==> config.mk <==
export PLATFORM = sky130hd
export DESIGN_NAME = fp16_add_arbiter
export DESIGN_NICKNAME = d
export VERILOG_FILES = /design/src/rtl/fp16_add_arbiter.sv
export SDC_FILE = /design/constraint.sdc
export NUM_CORES = 1
export LEC_CHECK = 0
export BUFFER_PORTS_ARGS = -buffer_cell sky130_fd_sc_hd__buf_2
export CAP_MARGIN = 20
export CORE_ASPECT_RATIO = 1.5
export CORE_UTILIZATION = 40
export CTS_CLUSTER_SIZE = 8
export DETAILED_ROUTE_END_ITERATION = 12
export PLACE_DENSITY = 0.77
export SETUP_SLACK_MARGIN = 0.15
export SLEW_MARGIN = 10
export SYNTH_ARGS = -nofsm -noshare
export SYNTH_HDL_FRONTEND = slang
export SYNTH_SLANG_ARGS = --single-unit
==> constraint.sdc <==
create_clock -name CLK -period 1.7 [get_ports CLK]
set_input_delay 0.085 -clock CLK [delete_from_list [all_inputs] [get_ports CLK]]
set_output_delay 0.085 -clock CLK [all_outputs]
set_load 0.05 [all_outputs]
==> src/rtl/fp16_add_arbiter.sv <==
// rtl/fp16_add_arbiter.sv - two-requester round-robin sequencer for a shared multi-cycle fp16 adder
//
// Purpose: accepts one operand pair at a time from requester 0 or 1, launches the
// shared fp16 add datapath with a one-cycle start pulse, waits for done and
// returns the sum and exception flag to the requester that owns the transaction.
//
// Ports:
//   CLK, RST                       clock (rising edge), asynchronous active-high reset
//   IN_REQx_VALID / OUT_REQx_READY request handshake, IN_REQx_A/B operands (x = 0,1)
//   OUT_RSPx_VALID / IN_RSPx_READY response handshake, OUT_RSPx_RESULT/EXC payload
//   OUT_DP_START, OUT_DP_A/B       launch pulse and operands to the datapath
//   IN_DP_DONE, IN_DP_RESULT/EXC   datapath completion pulse and payload
//   OUT_BUSY                       high whenever a transaction is in progress
//
// Optional feature macro: FP16_ARB_TIMEOUT_EN
//   When defined, a watchdog ends WAIT after TIMEOUT_CYCLES cycles without done,
//   returning qNaN (16'h7E00) with the exception flag set.

module fp16_add_arbiter #(
  parameter int TIMEOUT_CYCLES = 16,
  parameter int CNT_W          = 5
) (
  input  logic        CLK,
  input  logic        RST,
  input  logic        IN_REQ0_VALID,
  output logic        OUT_REQ0_READY,
  input  logic [15:0] IN_REQ0_A,
  input  logic [15:0] IN_REQ0_B,
  input  logic        IN_REQ1_VALID,
  output logic        OUT_REQ1_READY,
  input  logic [15:0] IN_REQ1_A,
  input  logic [15:0] IN_REQ1_B,
  output logic        OUT_RSP0_VALID,
  input  logic        IN_RSP0_READY,
  output logic [15:0] OUT_RSP0_RESULT,
  output logic        OUT_RSP0_EXC,
  output logic        OUT_RSP1_VALID,
  input  logic        IN_RSP1_READY,
  output logic [15:0] OUT_RSP1_RESULT,
  output logic        OUT_RSP1_EXC,
  output logic        OUT_DP_START,
  output logic [15:0] OUT_DP_A,
  output logic [15:0] OUT_DP_B,
  input  logic        IN_DP_DONE,
  input  logic [15:0] IN_DP_RESULT,
  input  logic        IN_DP_EXC,
  output logic        OUT_BUSY
);

  typedef enum logic [1:0] {S_IDLE, S_ISSUE, S_WAIT, S_RESP} state_t;

  state_t      state, state_nx;
  logic [15:0] op_a, op_b, res_q;
  logic        exc_q, owner, last_grant;
  logic        grant0, grant1;
  logic        timeout;

  // Ties go to the requester that was not granted last. READY is held low
  // during reset so no handshake appears while the block is being cleared.
  always_comb begin
    grant0 = 1'b0;
    grant1 = 1'b0;
    if (state == S_IDLE && !RST) begin
      if (IN_REQ0_VALID && (!IN_REQ1_VALID || last_grant))
        grant0 = 1'b1;
      else if (IN_REQ1_VALID)
        grant1 = 1'b1;
    end
  end

`ifdef FP16_ARB_TIMEOUT_EN
  logic [CNT_W-1:0] wait_cnt;

  // Counter holds the number of completed WAIT cycles; timeout fires during
  // the last allowed WAIT cycle so RESP follows exactly TIMEOUT_CYCLES waits.
  assign timeout = (state == S_WAIT) && !IN_DP_DONE &&
                   (wait_cnt == CNT_W'(TIMEOUT_CYCLES - 1));

  always_ff @(posedge CLK or posedge RST) begin
    if (RST)
      wait_cnt <= '0;
    else if (state == S_ISSUE)
      wait_cnt <= '0;
    else if (state == S_WAIT)
      wait_cnt <= wait_cnt + 1'b1;
  end
`else
  logic [CNT_W-1:0] unused_timeout_cfg;
  assign unused_timeout_cfg = CNT_W'(TIMEOUT_CYCLES);
  assign timeout = 1'b0;
`endif

  always_comb begin
    state_nx        = state;
    OUT_REQ0_READY  = grant0;
    OUT_REQ1_READY  = grant1;
    OUT_DP_START    = 1'b0;
    OUT_DP_A        = 16'h0000;
    OUT_DP_B        = 16'h0000;
    OUT_RSP0_VALID  = 1'b0;
    OUT_RSP0_RESULT = 16'h0000;
    OUT_RSP0_EXC    = 1'b0;
    OUT_RSP1_VALID  = 1'b0;
    OUT_RSP1_RESULT = 16'h0000;
    OUT_RSP1_EXC    = 1'b0;
    OUT_BUSY        = (state != S_IDLE);
    case (state)
      S_IDLE: begin
        if (grant0 || grant1)
          state_nx = S_ISSUE;
      end
      S_ISSUE: begin
        OUT_DP_START = 1'b1;
        OUT_DP_A     = op_a;
        OUT_DP_B     = op_b;
        state_nx     = S_WAIT;
      end
      S_WAIT: begin
        OUT_DP_A = op_a;
        OUT_DP_B = op_b;
        if (IN_DP_DONE || timeout)
          state_nx = S_RESP;
      end
      S_RESP: begin
        if (owner) begin
          OUT_RSP1_VALID  = 1'b1;
          OUT_RSP1_RESULT = res_q;
          OUT_RSP1_EXC    = exc_q;
          if (IN_RSP1_READY)
            state_nx = S_IDLE;
        end else begin
          OUT_RSP0_VALID  = 1'b1;
          OUT_RSP0_RESULT = res_q;
          OUT_RSP0_EXC    = exc_q;
          if (IN_RSP0_READY)
            state_nx = S_IDLE;
        end
      end
      default: state_nx = S_IDLE;
    endcase
  end

  always_ff @(posedge CLK or posedge RST) begin
    if (RST) begin
      state      <= S_IDLE;
      op_a       <= 16'h0000;
      op_b       <= 16'h0000;
      res_q      <= 16'h0000;
      exc_q      <= 1'b0;
      owner      <= 1'b0;
      last_grant <= 1'b1;
    end else begin
      state <= state_nx;
      if (grant0 || grant1) begin
        op_a       <= grant1 ? IN_REQ1_A : IN_REQ0_A;
        op_b       <= grant1 ? IN_REQ1_B : IN_REQ0_B;
        owner      <= grant1;
        last_grant <= grant1;
      end
      // A done outside WAIT is stray and ignored; done beats a same-cycle timeout.
      if (state == S_WAIT) begin
        if (IN_DP_DONE) begin
          res_q <= IN_DP_RESULT;
          exc_q <= IN_DP_EXC;
        end else if (timeout) begin
          res_q <= 16'h7E00;
          exc_q <= 1'b1;
        end
      end
    end
  end

endmodule
==> results.json <==
{
  "outcome": "complete, but fails checks",
  "failed_checks": "negative setup slack",
  "antenna_left": 0,
  "worstSetupEndpointType": "output port",
  "gp_congestion": 0.7897,
  "period_needed_ns": 1.806,
  "die_height_um": 103.6,
  "port_buffers": 159,
  "ys_seq_area_share_pct": 48.25,
  "r2r-start": "state[1]",
  "relSlewSlack_pct": 67.67,
  "grt_util_all_layers_pct": 25.86,
  "cts_max_level": 2,
  "syn_area_per_cell_um2": 11.14,
  "ff2ff_path_depth": 8,
  "antenna_cells": 0,
  "max_freq_mhz": 553.7,
  "std_cell_rows": 36,
  "grt_overflow": 0,
  "synth_cell_type_count": 23,
  "p_leak_nw": 2.452,
  "drtPass1Iterations": 5,
  "use_met3_pct": 4.572,
  "drc": 0,
  "hp-class": "in -> reg",
  "final_nets": 533,
  "syn_nets": 339,
  "worstSetupStartpointType": "flip-flop",
  "drv_cap": 0,
  "ios": 160,
  "hold_start": "IN_REQ1_B[10]",
  "worstSetupPathType": "reg -> out",
  "grt_pass1_wl_um": 14680,
  "initial_core_util_pct": 41.84,
  "arrival_ns": 1.72,
  "cts_tree": "built",
  "grt_pass1_vias": 2879,
  "use_met2_pct": 47.23,
  "final_cell_mix": "buf_2 (89), dfrtp_1 (52), buf_8 (42), buf_6 (39), and2_4 (33)",
  "synthCells": 247,
  "yosys_warnings": 0,
  "setup_ws_ns": -0.1061,
  "rsz0062_at_grt": "yes",
  "cts_max_path_buffers": 2,
  "maxSlewViolCount": 0,
  "fp.dieArea_um2": 7221,
  "clk_pin_slew_ns": 0.09,
  "drt_wl_total_um": 9868,
  "path_max_fanout": 5,
  "syn2layout_area_growth_pct": 80.26,
  "crit_path_start": "state[1]",
  "hpwlAfterDp_um": 5248,
  "fin_util_pct": 75.42,
  "dp_slack_ns": -0.1772,
  "ys_ff_latch": 53,
  "grt_max_degree": 39,
  "clk_latency_ns": 0.30,
  "hold_viol_final": 0,
  "vias": 2792,
  "synth_area_um2": 2751,
  "setup_tns_ns": -1.839,
  "fin_crit_sh_pct": 106.2,
  "cts_buffers": 5,
  "drt_first_iter_violations": 160,
  "antenna_found_initial": 0,
  "ys_top_cells_by_area": "dfrtp_1 (47%), a221o_1 (12%), and2_1 (11%)",
  "ir_drop_mv": 1.257,
  "met1_usage_pct": 29.45,
  "p_total_mw": 12.71,
  "cts_sinks": 53,
  "rrSetupSlack_ns": -0.05,
  "core_um2": 6576,
  "setup_viol": 45,
  "critPathCapture": "OUT_RSP0_RESULT[7]",
  "reg2reg_to": "op_b[3]",
  "worstMarginPinSlew_ns": 0.4850,
  "grt_most_used_layer": "met2",
  "die_width_um": 69.72,
  "powerDensity_nw_per_um2": 2563,
  "yosysTopAreaCell": "dfrtp_1",
  "clock-skew-final_ns": 0.003618,
  "cts_root_buf": "clkbuf_8",
  "vias_per_cell": 5.390,
  "crit_required_ns": 1.62,
  "drive_gt1_share_pct": 62.90,
  "yosysTopAreaCellShare_pct": 47.29,
  "detail_route.wl_per_cell_um": 19.05,
  "layout_commonest_cell": "buf_2"
}
[layout make-up]
class	count	area, µm²
sequential	53	1328
clock buffer	8	90.09
multi-input combinational	171	1474
timing repair buffer	206	1951
inverter	4	22.52
fill	401	1617
tap	76	95.09
[worst max-delay path: stages (launching register included)]
cell,delay (ns)
dfrtp_1,0.40
buf_4,0.15
ha_4,0.14
nor2b_4,0.23
clkbuf_16,0.18
and2_1,0.15
buf_6,0.16
[report_power, final]
group	switching [mW]	leakage, nW	internal (mW)
registers	0.444	0.632	1.92
logic	5.01	1.77	4.61
clock network	0.400	0.0455	0.333
total	5.85	2.45	6.86
[flip-flops by register name, indices dropped and copies added, names as in the netlist]
register,count
owner,1
last_grant,1
op_b,16
op_a,16
res_q,16
state,2
exc_q,1
[cells by family after synthesis]
kind of cell	synth area share, %
muxes	7.731
AOI/OAI and AO/OA	13.14
DFF	48.25
adders and majority gates	1.819
and+or+nand+nor	24.88
buffers and inverters	4.183
[repair_timing]
action / in CTS / in global routing
pin swaps: 11 / 17
cloned: 3 / 2
hold endpoints to repair: 15 / 6
hold buffers: 1 / 10
gates resized for setup: 235 / 15
setup buffers: 17 / 3
endpoints found under the setup margin: 102 / 118
[routing by layer]
metal  up-vias  part of all wire [%]
li1       1258                     -
met1      1340                    35
met2       162                    54
met3        32                   5.9
met4         0                   4.5
met5         -                     0
[worst min path at each step]
stage / endpoint / slack [ns] / cells after the start
final: op_b[10] / 0.01 / 2
after global routing: op_b[0] / -0.004 / 2
after CTS: op_a[2] / 0.002 / 2
after detailed placement: state[1] / 0.14 / 2
after global placement: state[1] / 0.13 / 2
after floorplan: exc_q / 0.15 / 1
[Yosys cell counts (all sizes together)]
master  number
dfrtp       52
and2        50
nor2b       34
a221o       32
mux2        18
and3        17
clkbuf      11
buf          8
ha           4
inv          4
nand2        3
nand3        2
nor2         2
o21ai        2
a21o         1
a21oi        1
a22oi        1
dfstp        1
mux2i        1
nand2b       1
nand3b       1
nor3         1
[metrics by stage]
step | instance area, µm² | cells | hold WS [ns]
final | 4960 | 518 | 0.009632
after global routing | 4960 | 518 | -0.004305
after CTS | 4742 | 503 | 0.002372
after detailed placement | 3690 | 474 | 0.1385
after global placement | 3690 | 474 | 0.1302
after floorplan | 2811 | 247 | 0.1504
(Power assumes the default switching activity.)
